**config.mk**
```make
export PLATFORM = sky130hd
export DESIGN_NAME = id_hazard_scoreboard_flat
export DESIGN_NICKNAME = d
export VERILOG_FILES = /design/src/rtl/id_hazard_if.sv /design/src/rtl/id_hazard_scoreboard.sv /design/src/flat_wrapper.sv
export SDC_FILE = /design/constraint.sdc
export NUM_CORES = 1
export LEC_CHECK = 0
export CAP_MARGIN = 20
export CORE_AREA = 2 2 93 95
export CTS_BUF_LIST = sky130_fd_sc_hd__clkbuf_4 sky130_fd_sc_hd__clkbuf_8
export CTS_CLUSTER_DIAMETER = 120
export DETAILED_ROUTE_END_ITERATION = 8
export DIE_AREA = 0 0 95 97
export GPL_ROUTABILITY_DRIVEN = 1
export PLACE_DENSITY = 0.79
export SYNTH_ARGS = -nofsm -noshare
export SYNTH_HDL_FRONTEND = slang
export SYNTH_SLANG_ARGS = --single-unit
```
**constraint.sdc**
```tcl
create_clock -name clk -period 6.7 [get_ports clk]
set_input_delay 1.34 -clock clk [delete_from_list [all_inputs] [get_ports clk]]
set_output_delay 1.34 -clock clk [all_outputs]
set_load 0.02 [all_outputs]
```
**src/rtl/id_hazard_if.sv**
```systemverilog
// ID-stage hazard scoreboard bus: issue-side request signals in, ready/forward/status out.
interface id_hazard_if #(
    parameter int RW   = 5,
    parameter int NSRC = 3,
    parameter int LLW  = 6,
    parameter int CNTW = 32
) ();
    logic                flush;
    logic                pipe_adv;
    logic                id_valid;
    logic [NSRC-1:0]     id_src_en;
    logic [NSRC*RW-1:0]  id_src;
    logic                id_dst_en;
    logic [RW-1:0]       id_dst;
    logic [1:0]          id_avail;
    logic [LLW-1:0]      id_ll_cycles;
    logic                id_ready;
    logic [NSRC*2-1:0]   id_fwd_sel;
    logic                ll_busy;
    logic [CNTW-1:0]     stall_cnt;

    modport master (
        output flush, pipe_adv, id_valid, id_src_en, id_src, id_dst_en, id_dst, id_avail, id_ll_cycles,
        input  id_ready, id_fwd_sel, ll_busy, stall_cnt
    );

    modport slave (
        input  flush, pipe_adv, id_valid, id_src_en, id_src, id_dst_en, id_dst, id_avail, id_ll_cycles,
        output id_ready, id_fwd_sel, ll_busy, stall_cnt
    );
endinterface

```
**src/rtl/id_hazard_scoreboard.sv**
```systemverilog
// Tracks in-flight GPR writers (EXE..WB shift pipe plus one long-latency unit) and
// decides per ID source whether to issue, forward, or stall.
module id_hazard_scoreboard #(
    parameter int RW        = 5,
    parameter int NSRC      = 3,
    parameter int DEPTH     = 3,
    parameter int FLUSH_DEP = 1,
    parameter int LLW       = 6,
    parameter int CNTW      = 32
) (
    input  logic       clk,
    input  logic       resetn,
    id_hazard_if.slave bus
);

    typedef struct packed {
        logic          valid;
        logic [RW-1:0] dst;
        logic [1:0]    avail;
    } entry_t;

    entry_t            ent [1:DEPTH];
    entry_t            new_ent;
    logic [LLW-1:0]    ll_cnt;
    logic [LLW-1:0]    ll_load_val;
    logic [RW-1:0]     ll_dst;
    logic [CNTW-1:0]   stall_cnt_q;
    logic              ll_busy;
    logic              ll_op;
    logic              ready;
    logic              issue;
    logic [NSRC-1:0]   src_stall;
    logic [NSRC*2-1:0] fwd_sel;
    logic [RW-1:0]     src;
    logic              found;

    assign ll_busy = (ll_cnt != '0);
    assign ll_op   = bus.id_dst_en && (bus.id_avail == 2'd0);

    // Youngest match decides: forward if its result is ready at that stage, else stall.
    always_comb begin
        src_stall = '0;
        fwd_sel   = '0;
        src       = '0;
        found     = 1'b0;
        for (int i = 0; i < NSRC; i++) begin
            src   = bus.id_src[i*RW +: RW];
            found = 1'b0;
            for (int k = 1; k <= DEPTH; k++) begin
                if (!found && bus.id_src_en[i] && (src != '0) && ent[k].valid && (ent[k].dst == src)) begin
                    found = 1'b1;
                    if (int'(ent[k].avail) <= k)
                        fwd_sel[i*2 +: 2] = (k > 3) ? 2'd3 : 2'(k);
                    else
                        src_stall[i] = 1'b1;
                end
            end
            if (ll_busy && bus.id_src_en[i] && (src != '0) && (src == ll_dst))
                src_stall[i] = 1'b1;
        end
    end

    always_comb begin
        ready = !(|src_stall)
              && !(ll_busy && ll_op)
              && !(ll_busy && bus.id_dst_en && (bus.id_dst == ll_dst))
              && !bus.flush;
        issue       = bus.id_valid && ready && bus.pipe_adv;
        new_ent     = '0;
        if (issue && bus.id_dst_en && (bus.id_avail != 2'd0))
            new_ent = {1'b1, bus.id_dst, bus.id_avail};
        ll_load_val = (bus.id_ll_cycles == '0) ? LLW'(1) : bus.id_ll_cycles;
    end

    // A flush kills the writers that were in stages 1..FLUSH_DEP, even if they shift this edge.
    always_ff @(posedge clk or negedge resetn) begin
        if (!resetn) begin
            for (int k = 1; k <= DEPTH; k++)
                ent[k] <= '0;
        end else begin
            if (bus.pipe_adv)
                ent[1] <= new_ent;
            else if (bus.flush)
                ent[1] <= '0;
            for (int k = 2; k <= DEPTH; k++) begin
                if (bus.pipe_adv) begin
                    if (bus.flush && (k - 1 <= FLUSH_DEP))
                        ent[k] <= '0;
                    else
                        ent[k] <= ent[k-1];
                end else if (bus.flush && (k <= FLUSH_DEP)) begin
                    ent[k] <= '0;
                end
            end
        end
    end

    always_ff @(posedge clk or negedge resetn) begin
        if (!resetn) begin
            ll_cnt      <= '0;
            ll_dst      <= '0;
            stall_cnt_q <= '0;
        end else begin
            if (issue && ll_op) begin
                ll_cnt <= ll_load_val;
                ll_dst <= bus.id_dst;
            end else if (bus.flush) begin
                ll_cnt <= '0;
            end else if (ll_busy) begin
                ll_cnt <= ll_cnt - 1'b1;
            end
            if (bus.id_valid && !ready && (stall_cnt_q != '1))
                stall_cnt_q <= stall_cnt_q + 1'b1;
        end
    end

    assign bus.id_ready   = ready;
    assign bus.id_fwd_sel = fwd_sel;
    assign bus.ll_busy    = ll_busy;
    assign bus.stall_cnt  = stall_cnt_q;

endmodule

```
**src/flat_wrapper.sv**
```systemverilog
// flat-port wrapper written by rule: the top's interface ports become plain ports
module id_hazard_scoreboard_flat 
#(
    parameter int RW        = 5,
    parameter int NSRC      = 3,
    parameter int DEPTH     = 3,
    parameter int FLUSH_DEP = 1,
    parameter int LLW       = 6,
    parameter int CNTW      = 32
)
  (clk, resetn, bus_flush, bus_pipe_adv, bus_id_valid, bus_id_src_en, bus_id_src, bus_id_dst_en, bus_id_dst, bus_id_avail, bus_id_ll_cycles, bus_id_ready, bus_id_fwd_sel, bus_ll_busy, bus_stall_cnt);
  id_hazard_if #(.RW(RW), .NSRC(NSRC), .LLW(LLW), .CNTW(CNTW)) bus_i ();
  input  logic clk;
  input  logic resetn;
  input wire logic [$bits(bus_i.flush)-1:0] bus_flush;
  input wire logic [$bits(bus_i.pipe_adv)-1:0] bus_pipe_adv;
  input wire logic [$bits(bus_i.id_valid)-1:0] bus_id_valid;
  input wire logic [$bits(bus_i.id_src_en)-1:0] bus_id_src_en;
  input wire logic [$bits(bus_i.id_src)-1:0] bus_id_src;
  input wire logic [$bits(bus_i.id_dst_en)-1:0] bus_id_dst_en;
  input wire logic [$bits(bus_i.id_dst)-1:0] bus_id_dst;
  input wire logic [$bits(bus_i.id_avail)-1:0] bus_id_avail;
  input wire logic [$bits(bus_i.id_ll_cycles)-1:0] bus_id_ll_cycles;
  output wire logic [$bits(bus_i.id_ready)-1:0] bus_id_ready;
  output wire logic [$bits(bus_i.id_fwd_sel)-1:0] bus_id_fwd_sel;
  output wire logic [$bits(bus_i.ll_busy)-1:0] bus_ll_busy;
  output wire logic [$bits(bus_i.stall_cnt)-1:0] bus_stall_cnt;
  assign bus_i.flush = bus_flush;
  assign bus_i.pipe_adv = bus_pipe_adv;
  assign bus_i.id_valid = bus_id_valid;
  assign bus_i.id_src_en = bus_id_src_en;
  assign bus_i.id_src = bus_id_src;
  assign bus_i.id_dst_en = bus_id_dst_en;
  assign bus_i.id_dst = bus_id_dst;
  assign bus_i.id_avail = bus_id_avail;
  assign bus_i.id_ll_cycles = bus_id_ll_cycles;
  assign bus_id_ready = bus_i.id_ready;
  assign bus_id_fwd_sel = bus_i.id_fwd_sel;
  assign bus_ll_busy = bus_i.ll_busy;
  assign bus_stall_cnt = bus_i.stall_cnt;
  id_hazard_scoreboard #(.RW(RW), .NSRC(NSRC), .DEPTH(DEPTH), .FLUSH_DEP(FLUSH_DEP), .LLW(LLW), .CNTW(CNTW)) u_core (.clk(clk), .resetn(resetn), .bus(bus_i));
endmodule
```
==> parameters.txt, run 1 <==
Parameter                              Value

Route
  Count of vias placed by the detailed router    3233
  Avg WL per Cell    17.46 um
  Routed via count divided by cell count    5.545
  Residual DRC count    0
  Detailed Routing Iterations Pass 1    4
  Detail Route Antenna Nets    0
  Wire length after detailed routing    10180 um
  Violation count after the first detailed-routing iteration    213

Layout
  Layout area overhead    23.10%
  Leading cell types in the layout, fill and taps excluded    sky130_fd_sc_hd__clkdlybuf4s50_1, sky130_fd_sc_hd__dfrtp_1, sky130_fd_sc_hd__xor2_1
  Fill cells    681
  Number of antenna diodes    0
  Commonest non-fill, non-tap cell in the layout    sky130_fd_sc_hd__clkdlybuf4s50_1
  Filler-free cell count of the finished design    583
  Fraction of layout instances using a drive strength above 1    9.833%
  Net count of the finished layout    512

Yosys
  Net count after synthesis    459
  Main synth FF type    sky130_fd_sc_hd__dfrtp_1
  Number of enable-type register cells in the synthesized netlist    0
  Post-synthesis cell count    420
  Total of flip-flops plus latches after synthesis    65
  Portion of the post-synthesis area used by sequential elements    40.15%
  Yosys warns    0
  Netlist cell types    53
  Post-synth ARST share    100.0%
  Syn Area/Cell    9.646 um^2
  Netlist area before placement    4051 um^2

Worst hold path
  Hold-critical path endpoint    u_core.bus.stall_cnt[22]
  Worst min-delay path startpoint    u_core.bus.stall_cnt[22]
  Worst hold path cell count    1
  Worst hold path type    reg -> reg

Timing
  Endpoints failing setup    0
  Worst-case hold slack    494.6 ps
  Slew HR    38.86%
  Max-slew violations    0
  Fin Setup TNS    0 ps
  RSZ-0062 raised after global routing    no
  Final clock skew    12.68 ps
  Fmax    0.1877 GHz
  Worst Max-Slew Pin Slew    916.9 ps
  Count of endpoints failing hold in the final timing report    0
  Post-layout minimum cycle time    5328 ps
  Period Utilization, post-route    79.53%

Clock network
  Clock tree from TritonCTS    built
  CTS max path bufs    2
  Clock buffer count from CTS    9
  Post-CTS Hold Buffers    0
  Clock slew at the register clock pins of the worst setup and hold paths    80 ps
  CTS sink count    65
  Resized cells post-CTS    0
  Clk Latency, worst-skew pair    350 ps
  CTS HTree Levels    3
  Postcts setup bufs    0
  Clock root buffer    sky130_fd_sc_hd__clkbuf_8

Setup path
  Cell depth of the worst flop-to-flop path    10
  Reg-to-reg critical path endpoint    u_core.bus.stall_cnt[1]
  Required time worst endpoint    5360 ps
  Crit path launch type    input port
  RR Startpoint    u_core.ll_cnt[1]
  Critical Path Start    bus_id_src[10]
  WP data arrival    3990 ps
  Slack of the worst reg-to-reg path    3160 ps
  Worst path cell trace    clkdlybuf4s50_1 > or4_4 > o21ai_2 > nor2_1 > a211o_1 > nand3b_4 > nor2_1 > clkdlybuf4s50_1
  Kind of cell with the highest combined delay on the critical path    buffers and inverters
  CP Class    in -> out
  Standard cell with the maximum stage delay on the critical path    sky130_fd_sc_hd__clkdlybuf4s50_1
  Max stage delay on crit path    650 ps
  Critical Path Fanout Max    5
  Type of destination of the critical path    primary output
  Buf+Inv Stages, Crit Path    2

Die
  Core Region    8134 um^2
  Die outline height    97 um
  Total Die Area    9215 um^2
  Placement row count    33
  DIE WIDTH    95 um
  Starting density of the core    49.81%
  Count of boundary I/O pins    77

Pwr
  Power after layout    0.001198 W
  Peak supply drop    0.0001854 V
  Pwr dens    240.3 nW/um^2
  Leakage Power    2.139 nW

GRT
  Number of antenna violations at the first check in global routing    0
  Remaining global-route overflow    0
  Pin count of the biggest net entering global routing    66
  GRT Total Usage    23.81%
  Global-route wire length before repair    17020 um
  Number of global-route vias before repair    3327

Placement
  Inst Count DP    567
  Weighted congestion reported at the end of routability-driven placement    0.9408
  Port Buffers    76
  DP HPWL    7648 um

Outcome
  Result of the run    complete, no violations

Run
  Max capacitance violation total    0
-- how the worst max path moves through the flow --
stage,endpoint,slack [ps],cells past startpoint
global placement,bus_id_ready,1410,8
detailed placement,bus_id_ready,1370,8
CTS,bus_id_ready,1360,8
finish,bus_id_ready,1370,8
floorplan,bus_id_ready,2380,7
global route,bus_id_ready,1250,8
-- flip-flops by register name, summed over array words and instances, names as in the netlist --
name and cells:
u_core.ll_cnt 6, u_core.ent 22, u_core.ll_dst 5, u_core.bus.stall_cnt 32
-- worst register-to-register path: stages (launching register included) --
cell,delay [ps]
sky130_fd_sc_hd__dfrtp_1,410
sky130_fd_sc_hd__inv_1,70
sky130_fd_sc_hd__ha_1,170
sky130_fd_sc_hd__or3b_1,430
sky130_fd_sc_hd__nor3_4,340
sky130_fd_sc_hd__inv_1,170
sky130_fd_sc_hd__a31oi_1,310
sky130_fd_sc_hd__nand3b_4,140
sky130_fd_sc_hd__o21ai_2,750
sky130_fd_sc_hd__buf_4,330
sky130_fd_sc_hd__mux2_1,330
-- kinds of logic (layout without fill, tap and decap cells) --
logic type | after synthesis | count (layout) | share of synthesized area (%)
AO/OA/AOI/OAI | 40 | 40 | 7.690
adder cells (fa/ha/maj) | 2 | 2 | 0.6176
XOR/XNOR | 100 | 100 | 21.62
flip-flops | 65 | 65 | 40.15
multiplexers | 17 | 17 | 5.157
AND/OR/NAND/NOR | 134 | 134 | 18.22
buffers and inverters | 62 | 120 | 6.547
-- report_power, final --
group	total, W	switching, W	internal [W]
logic	0.000353	0.000179	0.000174
clock network	0.000342	0.000168	0.000175
registers	0.000503	0.0000668	0.000436
total	0.00120	0.000413	0.000785
-- cell type report --
class	instances	area, um^2	share of cell area, %
clock buffer	9	123.9	2.484
clock inverter	7	77.57	1.555
inverter	26	97.59	1.957
multi-input combinational	293	2160	43.30
sequential	65	1627	32.61
tap	105	131.4	2.634
timing repair buffer	78	770.7	15.45
-- metrics by stage --
stage	util (%)	instance area (um^2)	worst slack, ps
2_1_floorplan	-	4051	2378
3_3_place_gp	58.84	4786	1406
3_5_place_dp	58.84	4786	1372
4_1_cts	61.31	4987	1361
5_1_grt	61.31	4987	1247
6_report	61.31	4987	1372
-- Yosys cell counts (all sizes together), types with 2 or more instances --
cell	instances	area [um^2]
xor2	54	473.0
nor2	20	75.07
nand4b	3	26.28
or2	2	12.51
dfrtp	65	1627
or3b	2	17.52
buf	12	75.07
a32o	5	50.05
inv	26	97.59
or4	4	37.53
a31oi	2	12.51
clkbuf	24	92.59
and2	2	12.51
nand3	13	65.06
o32ai	3	26.28
or3	2	12.51
ha	2	25.02
nand2	32	120.1
a22o	3	26.28
a21boi	2	15.01
nor3	20	122.6
xnor2	46	402.9
nor4	19	118.9
nand4	8	50.05
a21oi	4	23.77
mux2	16	198.9
a211oi	2	15.01
o21ai	12	82.59
-- metal layers --
metal | up-vias | global-route usage (%) | wire (um)
li1 | 1535 | - | -
met5 | - | 0 | 0
met3 | 12 | 5.218 | 733
met4 | 0 | 6.689 | 127
met1 | 1583 | 33.70 | 4538
met2 | 103 | 36.72 | 4778
Note: power is estimated with default switching activity, not from simulation.
==> run 2, diff against run 1 <==
- clock period: 6.7 -> 5.5 ns (I/O delays scaled with it)
==> run 2 against run 1 <==
  * Sequential share of layout area about the same
  * Global-route usage hardly changed
  * Sequential cell count stayed put
  * Critical path type unchanged
  * Combinational power grew 22%
  * Cell area rose by 0.15%
  * Non-clock buffer count is 1 higher
  * First-iteration DRC count down 21%
  * Register-to-register slack worse by 1100 ps
  * Core utilization up 0.092 points
  * Largest power group unchanged
  * Clock power grew 23%
  * Die area is the same
  * Clock skew shrank 1.2 ps
  * Highest routed layer unchanged
==> parameters.txt, run 2 (synthesis gave the netlist of run 1 again) <==
Parameter                              Value

Clock network
  Post-CTS Hold Buffers    0 (unchanged)
  Clock buffer count from CTS    9 (unchanged)
  Clk Latency, worst-skew pair    350 ps (about the same)
  Clock slew at the register clock pins of the worst setup and hold paths    80 ps (about the same)
  CTS max path bufs    2 (unchanged)
  CTS HTree Levels    3 (unchanged)
  Clock tree from TritonCTS    built
  Clock root buffer    sky130_fd_sc_hd__clkbuf_8
  CTS sink count    65 (unchanged)
  Resized cells post-CTS    0 (unchanged)
  Postcts setup bufs    0 (unchanged)

GRT
  Pin count of the biggest net entering global routing    61 (-7.6%)
  Number of antenna violations at the first check in global routing    0 (unchanged)
  GRT Total Usage    23.80% (about the same)
  Global-route wire length before repair    16910 um (-0.61%)
  Number of global-route vias before repair    3369 (+1.3%)
  Remaining global-route overflow    0 (unchanged)

Pwr
  Logic pwr share    29.5% (about the same)
  Pwr dens    292.6 nW/um^2 (+22%)
  Internal power    0.0009576 W (+22%)
  Clock share of power    28.7% (about the same)
  Leakage Power    2.144 nW (+0.21%)
  Peak supply drop    0.0002208 V (+19%)
  Power spent charging and discharging nets    0.0005039 W (+22%)
  Reg power frac    41.8% (-0.2 points)
  Proportion of total power due to net switching    34.48% (about the same)

Route
  Violation count after the first detailed-routing iteration    168 (-21%)
  Avg WL per Cell    17.78 um (+1.8%)
  Residual DRC count    0 (unchanged)
  Wire length after detailed routing    10380 um (+2.0%)
  Count of vias placed by the detailed router    3258 (+0.77%)
  Routed via count divided by cell count    5.579 (+0.60%)
  Detail Route Antenna Nets    0 (unchanged)
  Detailed Routing Iterations Pass 1    4 (unchanged)

Layout
  Layout area overhead    23.29%
  Fraction of layout instances using a drive strength above 1    10.02% (+0.19 points)
  Net count of the finished layout    513 (+0.20%)
  Number of antenna diodes    0 (unchanged)
  Flip-flop count of the largest register after layout    32 (unchanged)
  Leading cell types in the layout, fill and taps excluded    sky130_fd_sc_hd__clkdlybuf4s50_1, sky130_fd_sc_hd__dfrtp_1, sky130_fd_sc_hd__xor2_1
  Fill cells    695 (+2.1%)
  Commonest non-fill, non-tap cell in the layout    sky130_fd_sc_hd__clkdlybuf4s50_1

Setup path
  Standard cell with the maximum stage delay on the critical path    sky130_fd_sc_hd__clkdlybuf4s50_1
  Buf+Inv Stages, Crit Path    2 (unchanged)
  CP Class    in -> out
  Worst path cell trace    clkdlybuf4s50_1 > or4_4 > o21ai_2 > nor2_1 > a211o_1 > nand3b_4 > nor2_1 > clkdlybuf4s50_1
  Required time worst endpoint    4400 ps (-960 ps)
  Crit path launch type    input port
  WP data arrival    3760 ps (-230 ps)
  Max stage delay on crit path    640 ps (about the same)
  Type of destination of the critical path    primary output
  Critical Path Fanout Max    5 (unchanged)
  Kind of cell with the highest combined delay on the critical path    buffers and inverters

Die
  Core Region    8134 um^2 (unchanged)
  Total Die Area    9215 um^2 (unchanged)
  DIE WIDTH    95 um (unchanged)
  Placement row count    33 (unchanged)
  Count of boundary I/O pins    77 (unchanged)
  Die outline height    97 um (unchanged)
  Starting density of the core    49.81% (unchanged)

Outcome
  Result of the run    complete, no violations

Placement
  DP HPWL    7899 um (+3.3%)
  Port Buffers    76 (unchanged)
  Weighted congestion reported at the end of routability-driven placement    0.9715 (+3.3%)

Timing
  Worst Max-Slew Pin Slew    953.8 ps (+36.86 ps)
  Max-slew violations    0 (unchanged)
  Slew HR    36.40% (-2.5 points)
  Fin Setup TNS    0 ps (unchanged)
  Count of endpoints failing hold in the final timing report    0 (unchanged)
  Final clock skew    11.47 ps (-1.217 ps)
  Fmax    0.2057 GHz
  Endpoints failing setup    0 (unchanged)
  Worst-case hold slack    502.7 ps (+8.022 ps)
  Period Utilization, post-route    88.40%
  RSZ-0062 raised after global routing    no
  Post-layout minimum cycle time    4862 ps

Worst hold path
  Worst hold path type    reg -> reg

Run
  Max capacitance violation total    0 (unchanged)
## run 2: final timing paths
kind                                               start                        to  slack (ps)  cells after the start
worst max register to register          u_core.ll_cnt[0]   u_core.bus.stall_cnt[1]        2020                     10
worst min register to register  u_core.bus.stall_cnt[29]  u_core.bus.stall_cnt[29]         500                      1
worst max-delay path                      bus_id_src[13]              bus_id_ready         640                      8
min in group asynchronous                         resetn             u_core.ent[3]         570                      1
worst min-delay path            u_core.bus.stall_cnt[29]  u_core.bus.stall_cnt[29]         500                      1
max in group asynchronous                         resetn          u_core.ll_cnt[1]        3920                      2
## run 2: final cells by class
cell class | count | area (um^2) | area share, %
timing repair buffer | 79 | 778.2 | 15.58
sequential | 65 | 1627 | 32.57
clock buffer | 9 | 123.9 | 2.480
inverter | 26 | 97.59 | 1.954
tap | 105 | 131.4 | 2.630
multi-input combinational | 293 | 2160 | 43.24
clock inverter | 7 | 77.57 | 1.553
## run 2: power by group through the flow
stage	clock network (W)	registers (W)	logic [W]
detailed placement	0	0.000617	0.000434
global placement	0	0.000615	0.000419
finish	0.000419	0.000611	0.000431
CTS	0.000426	0.000609	0.000436
global route	0.000453	0.000620	0.000475
floorplan	0	0.000612	0.000280
## run 2: metal layers
metal | vias to the layer above | routed length (um) | track usage (%) | share of wire [%]
li1 | 1529 | - | - | -
met1 | 1610 | 4844 | 33.69 | 47
met2 | 104 | 4829 | 36.61 | 47
met3 | 15 | 550 | 4.361 | 5.3
met4 | 0 | 157 | 8.138 | 1.5
met5 | - | 0 | 0 | 0
## run 2: through the flow
step | setup slack (ps) | utilization, % | power [W] | std cells | cell area (um^2)
finish | 637.8 | 61.41 | 0.001461 | 584 | 4995
global route | 517.9 | 61.41 | 0.001548 | 584 | 4995
CTS | 641.0 | 61.41 | 0.001471 | 584 | 4995
detailed placement | 637.3 | 58.93 | 0.001051 | 568 | 4793
global placement | 655.6 | 58.93 | 0.001033 | 568 | 4793
floorplan | 1658 | - | 0.0008922 | 420 | 4051
==> run 3, diff against run 2 <==
- CTS_BUF_LIST: sky130_fd_sc_hd__clkbuf_4 sky130_fd_sc_hd__clkbuf_8 -> sky130_fd_sc_hd__clkbuf_4
- HOLD_SLACK_MARGIN: unset -> 0.03
- SETUP_SLACK_MARGIN: unset -> 0.4
==> run 3 against run 2 <==
  * Non-clock buffer count stayed put
  * Core utilization is 0.69 points lower
  * Via count barely moved
  * Power down 5.8%
  * Routed wire length shrank 0.39%
  * Critical path type unchanged
  * Highest routed layer unchanged
==> parameters.txt, run 3 (synthesis gave the netlist of run 1 again) <==
Parameter                              Value

Outcome
  Result of the run    complete, no violations

Clock network
  CTS sink count    65 (unchanged)
  Clock root buffer    sky130_fd_sc_hd__clkbuf_4
  CTS max path bufs    2 (unchanged)
  Post-CTS Hold Buffers    0 (unchanged)
  Clock tree from TritonCTS    built
  Clock buffer count from CTS    9 (unchanged)
  Clk Latency, worst-skew pair    410 ps (+60 ps)
  CTS HTree Levels    3 (unchanged)
  Clock slew at the register clock pins of the worst setup and hold paths    130 ps (+50 ps)
  Postcts setup bufs    0 (unchanged)
  Resized cells post-CTS    0 (unchanged)

Die
  Die outline height    97 um (unchanged)
  Placement row count    33 (unchanged)
  Core Region    8134 um^2 (unchanged)
  Count of boundary I/O pins    77 (unchanged)
  Starting density of the core    49.81% (unchanged)
  Total Die Area    9215 um^2 (unchanged)
  DIE WIDTH    95 um (unchanged)

Layout
  Fill cells    703 (+1.2%)
  Commonest non-fill, non-tap cell in the layout    sky130_fd_sc_hd__clkdlybuf4s50_1
  Layout area overhead    21.90%
  Fraction of layout instances using a drive strength above 1    10.02% (unchanged)
  Final design area excluding fillers    4938 um^2 (-1.1%)
  Number of antenna diodes    0 (unchanged)
  Net count of the finished layout    513 (unchanged)
  Finished Core Util    60.71% (-0.69 points)
  Leading cell types in the layout, fill and taps excluded    sky130_fd_sc_hd__clkdlybuf4s50_1, sky130_fd_sc_hd__dfrtp_1, sky130_fd_sc_hd__xor2_1
  Flip-flop count of the largest register after layout    32 (unchanged)

Timing
  Period Utilization, post-route    88.35% (about the same)
  Fin Setup TNS    0 ps (unchanged)
  Post-layout minimum cycle time    4859 ps (-3.079 ps)
  Final clock skew    17.95 ps (+6.487 ps)
  Count of endpoints failing hold in the final timing report    0 (unchanged)
  Max-slew violations    0 (unchanged)
  RSZ-0062 raised after global routing    no
  Worst Max-Slew Pin Slew    976.3 ps (+22.49 ps)
  Slew HR    34.91% (-1.5 points)
  Fmax    0.2058 GHz (about the same)
  Endpoints failing setup    0 (unchanged)

Setup path
  Required time worst endpoint    4400 ps (about the same)
  Number of logic stages on the critical path including buffering    8 (unchanged)
  WP data arrival    3760 ps (about the same)
  Kind of cell with the highest combined delay on the critical path    buffers and inverters
  Worst path cell trace    clkdlybuf4s50_1 > or4_4 > o21ai_2 > nor2_1 > a211o_1 > nand3b_4 > nor2_1 > clkdlybuf4s50_1
  Max stage delay on crit path    640 ps (about the same)
  Crit path launch type    input port
  Slack of the worst reg-to-reg path    2010 ps (about the same)
  Standard cell with the maximum stage delay on the critical path    sky130_fd_sc_hd__clkdlybuf4s50_1
  Buf+Inv Stages, Crit Path    2 (unchanged)
  CP Class    in -> out
  Type of destination of the critical path    primary output
  Cell depth of the worst flop-to-flop path    10 (unchanged)
  Critical Path Fanout Max    5 (unchanged)

Pwr
  Reg power frac    44.3% (+2.5 points)
  Proportion of total power due to net switching    35.63% (+1.1 points)
  Clock share of power    24.5% (-4.2 points)
  Pwr dens    278.9 nW/um^2 (-4.7%)
  Logic pwr share    31.3% (+1.8 points)
  Internal power    0.0008867 W (-7.4%)
  Leakage Power    2.120 nW (-1.1%)
  Power spent charging and discharging nets    0.0004908 W (-2.6%)
  Peak supply drop    0.0002137 V (-3.2%)

Run
  Max capacitance violation total    0 (unchanged)

Route
  Uppermost layer routed    met4
  Violation count after the first detailed-routing iteration    198 (+18%)
  Detailed Routing Iterations Pass 1    5 (+1)
  Detail Route Antenna Nets    0 (unchanged)
  Total routed wire length on the met1 layer    4744 um (-2.1%)
  Avg WL per Cell    17.71 um (-0.39%)
  Routed via count divided by cell count    5.575 (about the same)
  Routed length on met3    653 um (+19%)
  Residual DRC count    0 (unchanged)
  Wire length after detailed routing    10340 um (-0.39%)
  Count of vias placed by the detailed router    3256 (-0.061%)
  Met2 wire len    4850 um (+0.43%)

Placement
  Port Buffers    76 (unchanged)
  Cell area reported after detailed placement    4793 um^2 (unchanged)
  Weighted congestion reported at the end of routability-driven placement    0.9715 (unchanged)
  DP HPWL    7899 um (unchanged)

Worst hold path
  Worst hold path type    in -> async

GRT
  GRT Total Usage    23.73% (-0.065 points)
  Remaining global-route overflow    0 (unchanged)
  Global-route wire length before repair    16910 um (about the same)
  Number of global-route vias before repair    3365 (-0.12%)
  Pin count of the biggest net entering global routing    61 (unchanged)
  Number of antenna violations at the first check in global routing    0 (unchanged)
run 3: area by class of cell:
class                   instances  area (um^2)  share of cell area, %
clock inverters                 7        77.57                  1.571
flip-flops and latches         65         1627                  32.94
clock buffers                   9        67.56                  1.368
well taps                     105        131.4                  2.660
inverters                      26        97.59                  1.976
repair buffers                 79        778.2                  15.76
multi-input cells             293         2160                  43.73
run 3: through the flow:
stage	instances	power [W]	hold WS (ps)	worst slack, ps
global route	584	0.001469	479.1	517.9
detailed placement	568	0.001051	484.5	637.3
global placement	568	0.001033	476.4	655.6
CTS	584	0.001390	484.8	641.0
finish	584	0.001377	497.7	640.8
floorplan	420	0.0008922	450.2	1658
run 3: worst reg2reg max path, delay by kind of cell, from the launching register on:
family | cells | cell delay [ps]
multiplexers | 1 | 310
adder cells (fa/ha/maj) | 1 | 180
AND/OR/NAND/NOR | 3 | 900
buffers and inverters | 3 | 500
flip-flops | 1 | 430
AO/OA/AOI/OAI | 2 | 1090
run 3: worst paths after layout:
path                                            end                      from
hold / removal                        u_core.ent[2]                    resetn
max in group asynchronous          u_core.ll_cnt[1]                    resetn
min in group clk           u_core.bus.stall_cnt[29]  u_core.bus.stall_cnt[29]
hold reg to reg            u_core.bus.stall_cnt[29]  u_core.bus.stall_cnt[29]
setup / recovery                       bus_id_ready            bus_id_src[13]
setup reg to reg            u_core.bus.stall_cnt[1]          u_core.ll_cnt[0]
run 3: per-layer routing:
| layer | global-route usage, % | vias up |
|---|---|---|
| li1 | - | 1530 |
| met4 | 7.469 | 0 |
| met5 | 0 | - |
| met2 | 36.55 | 102 |
| met3 | 4.361 | 7 |
| met1 | 33.84 | 1617 |
run 3: power by group through the flow:
stage          combinational (W)  clock, W  sequential (W)
2_1_floorplan           0.000280         0        0.000612
3_3_place_gp            0.000419         0        0.000615
3_5_place_dp            0.000434         0        0.000617
4_1_cts                 0.000436  0.000345        0.000609
5_1_grt                 0.000475  0.000374        0.000620
6_report                0.000431  0.000337        0.000610
